$ cat src/rtl/pln_mc_core_if.sv
// Memory-side bundle of the PLN core: instruction fetch port and data access port,
// both using a req/ack handshake where ack is only meaningful while req is high.
interface pln_mc_core_if #(
   parameter int XLEN = 16,
   parameter int AW   = 16
);
   logic            imem_req;
   logic [AW-1:0]   imem_addr;
   logic [15:0]     imem_rdata;
   logic            imem_ack;
   logic            dmem_req;
   logic            dmem_we;
   logic [AW-1:0]   dmem_addr;
   logic [XLEN-1:0] dmem_wdata;
   logic [XLEN-1:0] dmem_rdata;
   logic            dmem_ack;

   modport master (
      output imem_req, imem_addr, dmem_req, dmem_we, dmem_addr, dmem_wdata,
      input  imem_rdata, imem_ack, dmem_rdata, dmem_ack
   );

   modport slave (
      input  imem_req, imem_addr, dmem_req, dmem_we, dmem_addr, dmem_wdata,
      output imem_rdata, imem_ack, dmem_rdata, dmem_ack
   );
endinterface

$ cat src/rtl/pln_mc_core.sv
// Multi-cycle PLN core: fetch/decode/execute/mem/writeback sequencer with its own
// register file, ALU and PC-relative branch logic behind req/ack memory ports.
//
//   state    | meaning
//   S_FETCH  | imem_req high until imem_ack, instruction latched on ack
//   S_DECODE | register file read
//   S_EXEC   | ALU result, data address, branch/jump target
//   S_MEM    | dmem_req high until dmem_ack (LD/ST only)
//   S_WB     | register write, pc update, retire pulse
//   S_HALT   | terminal until reset, no requests
module pln_mc_core #(
   parameter int XLEN  = 16,
   parameter int NREGS = 8,
   parameter int AW    = 16
) (
   input  logic                clk,
   input  logic                rst_n,
   pln_mc_core_if.master       bus,
   output logic [AW-1:0]       o_pc,
   output logic                o_retired,
   output logic [31:0]         o_retire_count,
   output logic                o_illegal,
   output logic                o_halted
);
   localparam int RW = (NREGS > 1) ? $clog2(NREGS) : 1;

   typedef enum logic [2:0] {S_FETCH, S_DECODE, S_EXEC, S_MEM, S_WB, S_HALT} state_t;

   state_t          r_state;
   state_t          w_next;
   logic            r_started;
   logic [15:0]     r_ir;
   logic [AW-1:0]   r_pc;
   logic [AW-1:0]   r_next_pc;
   logic [XLEN-1:0] r_a;
   logic [XLEN-1:0] r_b;
   logic [XLEN-1:0] r_d;
   logic [XLEN-1:0] r_res;
   logic [AW-1:0]   r_dmem_addr;
   logic [XLEN-1:0] r_dmem_wdata;
   logic            r_illegal;
   logic [31:0]     r_retire_count;
   logic [XLEN-1:0] r_regs [NREGS];

   logic [3:0]      w_op;
   logic [RW-1:0]   w_rd;
   logic [RW-1:0]   w_rs1;
   logic [RW-1:0]   w_rs2;
   logic [XLEN-1:0] w_imm6;
   logic [AW-1:0]   w_pc_imm6;
   logic [AW-1:0]   w_pc_imm9;
   logic [XLEN-1:0] w_sum;
   logic [AW-1:0]   w_pc_inc;
   logic            w_is_mem;
   logic            w_writes;
   logic            w_slt;

   assign w_op      = r_ir[15:12];
   assign w_rd      = r_ir[9 +: RW];
   assign w_rs1     = r_ir[6 +: RW];
   assign w_rs2     = r_ir[3 +: RW];
   assign w_imm6    = XLEN'($signed(r_ir[5:0]));
   assign w_pc_imm6 = AW'($signed(r_ir[5:0]));
   assign w_pc_imm9 = AW'($signed(r_ir[8:0]));
   assign w_sum     = r_a + w_imm6;
   assign w_pc_inc  = r_pc + AW'(1);
   assign w_is_mem  = (w_op == 4'h7) || (w_op == 4'h8);
   assign w_writes  = (w_op <= 4'h7) || (w_op == 4'hB);
   assign w_slt     = $signed(r_a) < $signed(r_b);

   always_ff @(posedge clk or negedge rst_n) begin
      if (!rst_n) r_state <= S_FETCH;
      else        r_state <= w_next;
   end

   always_comb begin
      w_next = r_state;
      case (r_state)
         S_FETCH:  if (r_started && bus.imem_ack) w_next = S_DECODE;
         S_DECODE: w_next = S_EXEC;
         S_EXEC:   w_next = w_is_mem ? S_MEM : S_WB;
         S_MEM:    if (bus.dmem_ack) w_next = S_WB;
         S_WB:     w_next = (w_op == 4'hF) ? S_HALT : S_FETCH;
         S_HALT:   w_next = S_HALT;
         default:  w_next = S_FETCH;
      endcase
   end

   // r_started keeps imem_req low while the core is still held in reset.
   always_comb begin
      bus.imem_req = (r_state == S_FETCH) && r_started;
      bus.dmem_req = (r_state == S_MEM);
      bus.dmem_we  = (r_state == S_MEM) && (w_op == 4'h8);
      o_retired    = (r_state == S_WB);
      o_halted     = (r_state == S_HALT);
   end

   always_ff @(posedge clk or negedge rst_n) begin
      if (!rst_n) begin
         r_started      <= 1'b0;
         r_ir           <= '0;
         r_pc           <= '0;
         r_next_pc      <= '0;
         r_a            <= '0;
         r_b            <= '0;
         r_d            <= '0;
         r_res          <= '0;
         r_dmem_addr    <= '0;
         r_dmem_wdata   <= '0;
         r_illegal      <= 1'b0;
         r_retire_count <= '0;
         for (int i = 0; i < NREGS; i++) r_regs[i] <= '0;
      end else begin
         r_started <= 1'b1;
         case (r_state)
            S_FETCH: if (r_started && bus.imem_ack) r_ir <= bus.imem_rdata;
            S_DECODE: begin
               r_a <= r_regs[w_rs1];
               r_b <= r_regs[w_rs2];
               r_d <= r_regs[w_rd];
            end
            S_EXEC: begin
               r_next_pc <= w_pc_inc;
               case (w_op)
                  4'h0: r_res <= r_a + r_b;
                  4'h1: r_res <= r_a - r_b;
                  4'h2: r_res <= r_a & r_b;
                  4'h3: r_res <= r_a | r_b;
                  4'h4: r_res <= r_a ^ r_b;
                  4'h5: r_res <= {{(XLEN-1){1'b0}}, w_slt};
                  4'h6: r_res <= w_sum;
                  4'h7, 4'h8: begin
                     r_dmem_addr  <= w_sum[AW-1:0];
                     r_dmem_wdata <= r_d;
                  end
                  4'h9: if (r_d == r_a) r_next_pc <= r_pc + w_pc_imm6;
                  4'hA: if (r_d != r_a) r_next_pc <= r_pc + w_pc_imm6;
                  4'hB: begin
                     r_res     <= XLEN'(w_pc_inc);
                     r_next_pc <= r_pc + w_pc_imm9;
                  end
                  4'hC, 4'hD, 4'hE: r_illegal <= 1'b1;
                  4'hF: r_next_pc <= r_pc;
               endcase
            end
            S_MEM: if (bus.dmem_ack && (w_op == 4'h7)) r_res <= bus.dmem_rdata;
            S_WB: begin
               r_pc           <= r_next_pc;
               r_retire_count <= r_retire_count + 32'd1;
               if (w_writes && (w_rd != '0)) r_regs[w_rd] <= r_res;
            end
            default: ;
         endcase
      end
   end

   assign bus.imem_addr   = r_pc;
   assign bus.dmem_addr   = r_dmem_addr;
   assign bus.dmem_wdata  = r_dmem_wdata;
   assign o_pc            = r_pc;
   assign o_illegal       = r_illegal;
   assign o_retire_count  = r_retire_count;
endmodule
$ cat src/flat_wrapper.sv
// flat-port wrapper written by rule: the top's interface ports become plain ports
module pln_mc_core_flat 
#(
   parameter int XLEN  = 16,
   parameter int NREGS = 8,
   parameter int AW    = 16
)
  (clk, rst_n, o_pc, o_retired, o_retire_count, o_illegal, o_halted, bus_imem_req, bus_imem_addr, bus_dmem_req, bus_dmem_we, bus_dmem_addr, bus_dmem_wdata, bus_imem_rdata, bus_imem_ack, bus_dmem_rdata, bus_dmem_ack);
  pln_mc_core_if #(.XLEN(XLEN), .AW(AW)) bus_i ();
  input  logic clk;
  input  logic rst_n;
  output logic [AW-1:0] o_pc;
  output logic o_retired;
  output logic [31:0] o_retire_count;
  output logic o_illegal;
  output logic o_halted;
  output wire logic [$bits(bus_i.imem_req)-1:0] bus_imem_req;
  output wire logic [$bits(bus_i.imem_addr)-1:0] bus_imem_addr;
  output wire logic [$bits(bus_i.dmem_req)-1:0] bus_dmem_req;
  output wire logic [$bits(bus_i.dmem_we)-1:0] bus_dmem_we;
  output wire logic [$bits(bus_i.dmem_addr)-1:0] bus_dmem_addr;
  output wire logic [$bits(bus_i.dmem_wdata)-1:0] bus_dmem_wdata;
  input wire logic [$bits(bus_i.imem_rdata)-1:0] bus_imem_rdata;
  input wire logic [$bits(bus_i.imem_ack)-1:0] bus_imem_ack;
  input wire logic [$bits(bus_i.dmem_rdata)-1:0] bus_dmem_rdata;
  input wire logic [$bits(bus_i.dmem_ack)-1:0] bus_dmem_ack;
  assign bus_imem_req = bus_i.imem_req;
  assign bus_imem_addr = bus_i.imem_addr;
  assign bus_dmem_req = bus_i.dmem_req;
  assign bus_dmem_we = bus_i.dmem_we;
  assign bus_dmem_addr = bus_i.dmem_addr;
  assign bus_dmem_wdata = bus_i.dmem_wdata;
  assign bus_i.imem_rdata = bus_imem_rdata;
  assign bus_i.imem_ack = bus_imem_ack;
  assign bus_i.dmem_rdata = bus_dmem_rdata;
  assign bus_i.dmem_ack = bus_dmem_ack;
  pln_mc_core #(.XLEN(XLEN), .NREGS(NREGS), .AW(AW)) u_core (.clk(clk), .rst_n(rst_n), .bus(bus_i), .o_pc(o_pc), .o_retired(o_retired), .o_retire_count(o_retire_count), .o_illegal(o_illegal), .o_halted(o_halted));
endmodule
$ cat config.mk
export PLATFORM = sky130hd
export DESIGN_NAME = pln_mc_core_flat
export DESIGN_NICKNAME = d
export VERILOG_FILES = /design/src/rtl/pln_mc_core_if.sv /design/src/rtl/pln_mc_core.sv /design/src/flat_wrapper.sv
export SDC_FILE = /design/constraint.sdc
export NUM_CORES = 1
export LEC_CHECK = 0
export BUFFER_PORTS_ARGS = -buffer_cell sky130_fd_sc_hd__buf_2
export CAP_MARGIN = 15
export CORE_UTILIZATION = 50
export CTS_BUF_LIST = sky130_fd_sc_hd__clkbuf_4 sky130_fd_sc_hd__clkbuf_8
export DETAILED_ROUTE_END_ITERATION = 16
export PLACE_DENSITY = 0.68
export SLEW_MARGIN = 20
export SYNTH_ARGS = -nofsm -noshare
export SYNTH_HDL_FRONTEND = slang
export SYNTH_SLANG_ARGS = --single-unit
$ cat constraint.sdc
create_clock -name clk -period 3.47 [get_ports clk]
set_input_delay 0.5205 -clock clk [delete_from_list [all_inputs] [get_ports clk]]
set_output_delay 0.5205 -clock clk [all_outputs]
set_load 0.05 [all_outputs]
# --- Yosys cells after proc, flatten, opt, wreduce, memory -nomap -nowiden ---
# Cells that the tools add are included.
totals:
  reg_bits: 309
  inputBits: 36
  output_inout_bits: 102
  elab_cells: 109
op_classes:
  add_sub_neg: 7
  n_lt_le_gt_ge: 6
  n_eq_ne: 26
  n_mux: 23
  bitwise_logic: 6
  reduce_logical: 20
op_table:
  columns: ["operator", "count"]
  rows:
  - ["$mux W16", 10]
  - ["$bmux W16 S3", 3]
  - ["$bwmux W128", 1]
  - ["$pmux W16 S8", 1]
  - ["$add A16 B16 Y16", 4]
  - ["$pmux W16 S4", 1]
  - ["$demux W16 S3", 1]
  - ["$add A32 B1 Y32 const B", 1]
  - ["$eq A4 B4 Y1 const B", 8]
  - ["$pmux W16 S2", 1]
  - ["$pmux W3 S6", 1]
  - ["$add A16 B1 Y16 const B", 1]
  - ["$and A16 B16 Y16", 1]
  - ["$eq A16 B16 Y1", 1]
  - ["$eq A4 B3 Y1 const B", 4]
  - ["$lt A16 B16 Y1", 1]
  - ["$ne A16 B16 Y1", 1]
  - ["$or A16 B16 Y16", 1]
  - ["$sub A16 B16 Y16", 1]
  - ["$xor A16 B16 Y16", 1]
  - ["$ge A4 B4 Y1 const B", 3]
  - ["$mux W3", 4]
  - ["$not A3 Y4", 3]
  - ["$reduce_and A2 Y1", 5]
  - ["18 further kinds", 29]

# --- Depth between registers and ports, before layout ---
# Gate-level depths: netlist (run 1).
logic_depth:
  ltp_word: 6
  ltp_mapped: 12
  mapped_depth_nobuf: 12

# --- Worst setup path after synthesis (run 1) ---
# No wires, ideal clock.
synth_path:
  path_kind: "flip-flop to output port"
  start: "register u_core.r_state[2]"
  end: "output bus_dmem_we"
  arrival_ns: 2.720
  t_required_ns: 2.949
  slack_ns: 0.229
  stages_incl_launch_ff: 6
  path_buffers: 3
  cell_sequence: "dfrtp_1 clkbuf_1 nand3b_1 clkbuf_1 clkbuf_1 nor4_1"
synth_between:
  elab_chain_cells: 2
synth_lines:
  columns: ["element", "line_no", "source"]
  rows:
  - ["from (decl)", "pln_mc_core.sv:29", "state_t r_state;"]
  - ["from (signal assigned)", "pln_mc_core.sv:73", "else r_state <= w_next;"]
  - ["$eq A3 B2 Y1", "pln_mc_core.sv:93", "bus.dmem_we = (r_state == S_MEM) && (w_op == 4'h8);"]
  - ["$logic_and A1 B1 Y1", "pln_mc_core.sv:93", null]
  - ["to (decl)", "flat_wrapper.sv:20", "output wire logic [$bits(bus_i.dmem_we)-1:0] bus_dmem_we;"]
# Every way passes these cells.

# --- Worst setup path in the final report (run 1) ---
layout_path:
  start: "register u_core.r_a[0]"
  end: "register u_core.r_res[14]"
layout_between:
  elab_chain_cells: 3
  elab_cells_between_ends: 5
  classes_between: "3 x add/sub; 2 x mux"
layout_lines:
  columns: ["element", "line_no", "source"]
  rows:
  - ["from (decl)", "pln_mc_core.sv:35", "logic [XLEN-1:0] r_a;"]
  - ["from (signal assigned)", "pln_mc_core.sv:118", "r_a <= r_regs[w_rs1];"]
  - ["$add A16 B16 Y16, or another cell as far along", "pln_mc_core.sv:65", "assign w_sum = r_a + w_imm6;"]
  - ["$pmux W16 S8 (*)", "pln_mc_core.sv:124", "case (w_op)"]
  - ["$pmux W16 S2 (*)", "pln_mc_core.sv:115", "case (r_state)"]
  - ["to (signal assigned)", "pln_mc_core.sv:125", "4'h0: r_res <= r_a + r_b;"]
  - ["to (signal assigned)", "pln_mc_core.sv:126", "4'h1: r_res <= r_a - r_b;"]
  - ["to (signal assigned)", "pln_mc_core.sv:127", "4'h2: r_res <= r_a & r_b;"]
  - ["to (decl)", "pln_mc_core.sv:38", "logic [XLEN-1:0] r_res;"]
# Mark *: on every way between the ends. The rest lies on a longest branch, timed or not.
# A chain may end at the register's enable or synchronous reset.

==> out/qor.csv, run 1 <==
metric;value;unit
Final WS setup;301.5;ps
Clock transition at path regs;60;ps
CTS Sinks;309;
hpwl dp;43690;um
CP Capture Type;register;
post-route setup TNS;0;ps
1st-iter DRT viols;1337;
Clk pwr share;14.1;%
crit path time final;3169;ps
first-pass GRT wire length;94930;um
num ports;138;
total grt overflow;0;
Gate Count Post-Synth;1943;
placed cell count;2519;
area growth from synthesis to layout;12.35;%
remaining antenna violation count after routing;0;
#FFs+latches synth;309;
Yosys Warn Count;0;
count of cell types in the netlist;88;
Post-Syn Area;19860;sq um
Final Slew Violations;0;
Seq. cell area;7739;sq um
syn avg cell area;10.22;sq um
fraction of layout cells with a size suffix above 1;26.33;%
Starting Density;51.04;%
register area share after synthesis;38.93;%
RSZ-0062 raised after global routing;no;
number of max-cap violations;0;
worst slack, placed;299.5;ps
gpl congestion;0.9912;
initial antenna violation count;0;
Least-Margin Pin Slew;944.0;ps
Comb pwr share;58.7;%
Total Routing Usage GR;30.39;%
setup violators final;0;
Root Buffer;clkbuf_8;
TritonCTS clock tree;done;
CP Max Fanout;5;
H-Tree Depth;2;
Final Skew;52.02;ps
drt pass-1 iters;6;
Vias;16405;
post-route clock period utilization;91.31;%
Hold Crit Class;in -> reg;
leakage dissipation;0.01017;uW
WP buf/inv;2;
Syn Nets;2072;
Min-Delay Path Depth;3;
cells along the critical path;inv_1 -> ha_1 -> inv_1 -> fa_1 -> nor2b_1 -> o221ai_1 -> a311o_1 -> a2111o_1 -> a21oi_1 -> mux2i_1 -> o211ai_1 -> a221o_1;
CP max stage delay;450;ps
worst relative slew slack;37.07;%
ys flop type;dfrtp_1;
PwrDens;1137;nW/um^2
Sw Share;49.93;%
critical path type;reg -> reg;
Total Wirelength;61130;um
Async SR Flop Fraction;100.0;%
Pint;12710;uW
Setup crit start kind;register;
vias per cell;6.264;
CTS Buf Count;53;
Rows;72;
drt wl/cell;23.34;um
die area;40530;sq um
CTS max path bufs;3;
Net Sw Power;12670;uW
core area;38920;sq um
Die Y;201.3;um
PortBufs;137;
fillcell total;3400;
status;complete, no violations;
die width;201.3;um
DRC;0;
vias in the first global route;16161;
minimum hold slack;80.75;ps
Crit path depth;12;
R2R depth;12;
# nets final;2186;
area of the multi-input gates;11340;sq um
largest net degree at the start of global routing;97;
achievable frequency;315.6;MHz
Hold Violations, Final;0;
Slowest-stage cell, CP;a2111o_1;
Crit path max-delay family;compound AO/OA/AOI/OAI gates;
cell mode on critical path;inv_1;
Post-synth EDFFs;0;
Critical Path AT;3730;ps
peak supply drop;0.5031;mV
post-CTS resize count;0;
worst skew pair latency;680;ps
Final Instance Count excl. Fillers;2619;
Sequential Power Share;27.3;%
CP required;4030;ps
==> cell families (layout without fill, tap and decap cells) <==
kind of cell | count (synthesis) | after routing | share of synthesized area, %
other cells | 1 | 2 | 0.01888
flops | 309 | 309 | 38.93
compound gates | 458 | 458 | 15.44
mux | 280 | 280 | 19.26
buf+inv | 194 | 351 | 4.088
xor+xnor | 92 | 92 | 4.057
fa+ha+maj | 93 | 93 | 6.009
simple gates | 516 | 516 | 12.20
==> sequential cells by signal, indices dropped and copies added (netlist names) <==
name                   flops
u_core.r_regs            128
u_core.o_retire_count     32
u_core.bus.dmem_addr      16
u_core.bus.dmem_wdata     16
u_core.bus.imem_addr      16
u_core.r_a                16
u_core.r_b                16
u_core.r_d                16
u_core.r_ir               16
u_core.r_next_pc          16
u_core.r_res              16
u_core.r_state             3
u_core.o_illegal           1
u_core.r_started           1
==> per-stage QoR <==
step                cell area, sq um  power [uW]  util, %
CTS                            22310       25200    57.33
finish                         22320       25380    57.34
floorplan                      19860       17330        -
global route                   22310       26990    57.33
detailed placement             21130       21520    54.30
global placement               21130       21290    54.30
==> path summary, 6_finish.rpt <==
check	start	to	slack [ps]
min in group asynchronous	rst_n	u_core.bus.dmem_addr[4]	470
max in group asynchronous	rst_n	u_core.r_regs[19]	2160
max	u_core.r_a[0]	u_core.r_res[14]	300
min	bus_imem_rdata[9]	u_core.r_ir[9]	80
max reg2reg	u_core.r_a[0]	u_core.r_res[14]	300
min reg2reg	u_core.r_regs[112]	u_core.r_regs[112]	430
==> cell type report <==
cell class	instances	area share, %
diodes	1	0.01121
clock buffers	87	4.889
clock inverters	11	0.3364
inverters	57	0.9588
multi-input cells	1440	50.83
flip-flops and latches	309	34.68
well taps	518	2.904
repair buffers	196	5.394
==> worst register-to-register path, stage by stage (launching register included) <==
cell and delay (ps):
dfrtp_1 430, inv_1 90, ha_1 210, inv_1 70, fa_1 210, nor2b_1 170
o221ai_1 180, a311o_1 370, a2111o_1 460, a21oi_1 240, mux2i_1 220, o211ai_1 110
a221o_1 330
==> layout by cell type, fill, tap and decap left out, types with 8 or more instances in the layout <==
master,n
dfrtp_1,304
nor2_1,162
nand2_1,161
mux2_2,153
a21oi_1,143
buf_2,136
ha_1,89
o21ai_0,73
clkbuf_8,70
mux4_2,66
xnor2_1,62
mux2i_1,57
inv_1,54
buf_4,53
xor2_1,30
nand3_1,29
nor3_1,26
a221oi_1,26
and3_1,25
a211oi_1,22
a21o_1,21
nand4_1,20
clkbuf_4,17
a31oi_1,16
o22ai_1,16
a22oi_1,15
and2_1,14
nor2b_1,13
nand2b_1,11
o21a_1,11
o211ai_1,10
nor4_1,9
o21bai_1,9
o221ai_1,9
o2111ai_1,8
or2_2,8
==> repair_timing <==
item	CTS	global route
hold buffers	1	0
endpoints found under the hold margin	78	0
buffers inserted	0	0
==> synthesized netlist by cell type (all sizes together) (20+ instances only) <==
library cell | number | area share [%]
dfrtp | 309 | 39
a221oi | 26 | 1.1
xnor2 | 62 | 2.7
a21oi | 143 | 3.6
and3 | 25 | 0.79
a211oi | 23 | 0.89
nor3 | 32 | 0.93
xor2 | 30 | 1.3
o21ai | 77 | 1.9
inv | 56 | 1.1
ha | 89 | 5.6
mux4 | 66 | 7.5
mux2 | 157 | 8.9
buf | 52 | 1.4
nor2 | 165 | 3.1
nand4 | 20 | 0.63
a21o | 22 | 0.84
mux2i | 57 | 2.9
nand2 | 161 | 3.0
clkbuf | 85 | 1.6
nand3 | 29 | 0.73
==> power groups by stage <==
| stage | Clock (uW) | Combinational, uW | Sequential (uW) |
|---|---|---|---|
| 5_1_grt | 3790 | 16100 | 7110 |
| 6_report | 3570 | 14900 | 6930 |
| 3_5_place_dp | 0 | 14600 | 6900 |
| 3_3_place_gp | 0 | 14500 | 6790 |
| 4_1_cts | 3640 | 14700 | 6850 |
| 2_1_floorplan | 0 | 10300 | 7000 |
==> layer usage <==
layer	vias up	part of all wire [%]	global-route usage, %	routed length (um)
li1	7397	-	-	-
met1	8124	42	40.98	25740
met2	738	46	47.75	28240
met3	146	7.3	4.713	4440
met4	0	4.4	15.29	2706
met5	-	0	0	0
No activity file was read; power rests on OpenSTA's default activity.
==> run 2: changes to the inputs <==
--- a/config.mk
+++ b/config.mk
@@ -10,6 +10,7 @@
 export CORE_UTILIZATION = 50
 export CTS_BUF_LIST = sky130_fd_sc_hd__clkbuf_4 sky130_fd_sc_hd__clkbuf_8
 export DETAILED_ROUTE_END_ITERATION = 16
+export MAX_ROUTING_LAYER = met4
 export PLACE_DENSITY = 0.68
 export SLEW_MARGIN = 20
 export SYNTH_ARGS = -nofsm -noshare
==> run 2 against run 1 <==
- critical path depth stayed put
- clock-buffer cell count is 13 lower
- setup slack worse by 81 ps
- largest power group unchanged
==> out/qor.csv, run 2 (same netlist as run 1, synthesis figures left out) <==
metric;value;unit
area growth from synthesis to layout;12.61;%
first-pass GRT wire length;94880;um
CTS max path bufs;3;
status;complete, no violations;
cell mode on critical path;inv_1;
max FFs per register;128;
remaining antenna violation count after routing;0;
PortBufs;137;
DRC;0;
cells along the critical path;inv_1 -> ha_1 -> inv_1 -> fa_1 -> nor2b_1 -> o221ai_1 -> a311o_1 -> a2111o_1 -> a21oi_2 -> mux2i_1 -> o211ai_1 -> a221o_1;
CP Capture Type;register;
Net Sw Power;12780;uW
RSZ-0062 raised after global routing;no;
vias per cell;6.260;
num ports;138;
post-route cell area;22370;sq um
Final WS setup;220.0;ps
drt pass-1 iters;5;
most frequent cells in the layout;dfrtp_1, nor2_1, nand2_1, mux2_2, a21oi_1;
Reg with most FFs;u_core.r_regs;
CP max stage delay;470;ps
Clk pwr share;14.4;%
Sw Share;50.01;%
fillcell total;3442;
Die Y;201.3;um
leading cell type in the layout, fill and taps excluded;dfrtp_1;
minimum hold slack;78.06;ps
Critical Path AT;3780;ps
CTS Buf Count;53;
TritonCTS clock tree;done;
initial antenna violation count;0;
critical path type;reg -> reg;
leakage dissipation;0.01020;uW
fraction of layout cells with a size suffix above 1;26.44;%
Least-Margin Pin Slew;1204;ps
CP Max Fanout;5;
CP required;4000;ps
largest net degree at the start of global routing;97;
crit path time final;3250;ps
Pint;12770;uW
Starting Density;51.04;%
# nets final;2189;
worst relative slew slack;19.45;%
vias in the first global route;16125;
1st-iter DRT viols;1374;
Total Wirelength;61580;um
worst skew pair latency;670;ps
core area;38920;sq um
Final Slew Violations;0;
gpl congestion;0.9743;
Total Routing Usage GR;31.35;%
Slowest-stage cell, CP;a2111o_1;
Hold Violations, Final;0;
total grt overflow;0;
Hold Crit Class;in -> reg;
post-route setup TNS;0;ps
Sequential Power Share;26.9;%
Clock transition at path regs;60;ps
Root Buffer;clkbuf_8;
Comb pwr share;58.7;%
CTS Sinks;309;
drt wl/cell;23.49;um
Antenna Cells;0;
peak supply drop;0.6144;mV
placed cell area;21170;sq um
number of max-cap violations;0;
hpwl dp;43890;um
post-route clock period utilization;93.66;%
Vias;16407;
PwrDens;1142;nW/um^2
worst slack, placed;258.4;ps
die width;201.3;um
Setup crit start kind;register;
Rows;72;
achievable frequency;307.7;MHz
die area;40530;sq um
setup violators final;0;
Final Skew;29.82;ps
H-Tree Depth;2;
-- run 2: changes by cell type in the layout (fill, tap and decap cells not counted), sizes merged --
cell    change
clkinv     +10
clkbuf     -13
diode       -1
bufinv      +3
buf         +3
-- run 2: stage by stage --
step                      std cells  utilization [%]  power, uW
after floorplan                1943                -      17330
after global placement         2522            54.39      21330
after detailed placement       2522            54.39      21590
after CTS                      2621            57.47      25380
after global routing           2621            57.47      27150
final                          2621            57.47      25550
-- run 2: per-layer routing --
layer  global-route usage (%)  part of all wire [%]  vias up
met2                    48.71                    46      737
met1                    40.44                    42     8099
met4                    13.47                   4.4        0
met3                    5.491                   7.8      156
li1                         -                     -     7415
met5                        -                     0        -
-- run 2: layout make-up --
cell class | count | area, sq um | area share [%]
tap | 518 | 648.1 | 2.898
timing repair buffer | 199 | 1239 | 5.538
sequential | 309 | 7739 | 34.60
clock buffer | 74 | 955.9 | 4.274
clock inverter | 24 | 229.0 | 1.024
inverter | 57 | 214.0 | 0.9565
multi-input combinational | 1440 | 11340 | 50.71
-- run 2: critical path, delay by kind of cell, from the launching register on --
kind / cells / cell delay [ps]
buf+inv: 2 / 170
flops: 1 / 450
compound gates: 6 / 1680
simple gates: 1 / 190
mux: 1 / 230
fa+ha+maj: 2 / 420
-- run 2: repair_timing --
action | CTS | global route
buffers inserted | 0 | 0
hold buffers | 1 | 0
setup endpoints to repair | 0 | 1
hold endpoints to repair | 75 | 0
gates resized for setup | 0 | 1
-- run 2: final timing paths --
| path | startpoint | end | slack, ps | cells past startpoint |
|---|---|---|---|---|
| worst max-delay path | u_core.r_a[0] | u_core.r_res[14] | 220 | 12 |
| worst min-delay path | bus_imem_rdata[9] | u_core.r_ir[9] | 80 | 3 |
| worst max register to register | u_core.r_a[0] | u_core.r_res[14] | 220 | 12 |
| worst min register to register | u_core.r_regs[120] | u_core.r_regs[120] | 410 | 0 |
| max in group asynchronous | rst_n | u_core.r_regs[107] | 2070 | 4 |
| min in group asynchronous | rst_n | u_core.bus.imem_addr[5] | 450 | 2 |
-- run 2: power by group through the flow --
stage          clock network [uW]  logic, uW  registers [uW]
2_1_floorplan                   0      10300            7000
3_3_place_gp                    0      14600            6750
3_5_place_dp                    0      14700            6870
4_1_cts                      3750      14800            6810
5_1_grt                      3930      16200            7060
6_report                     3670      15000            6880
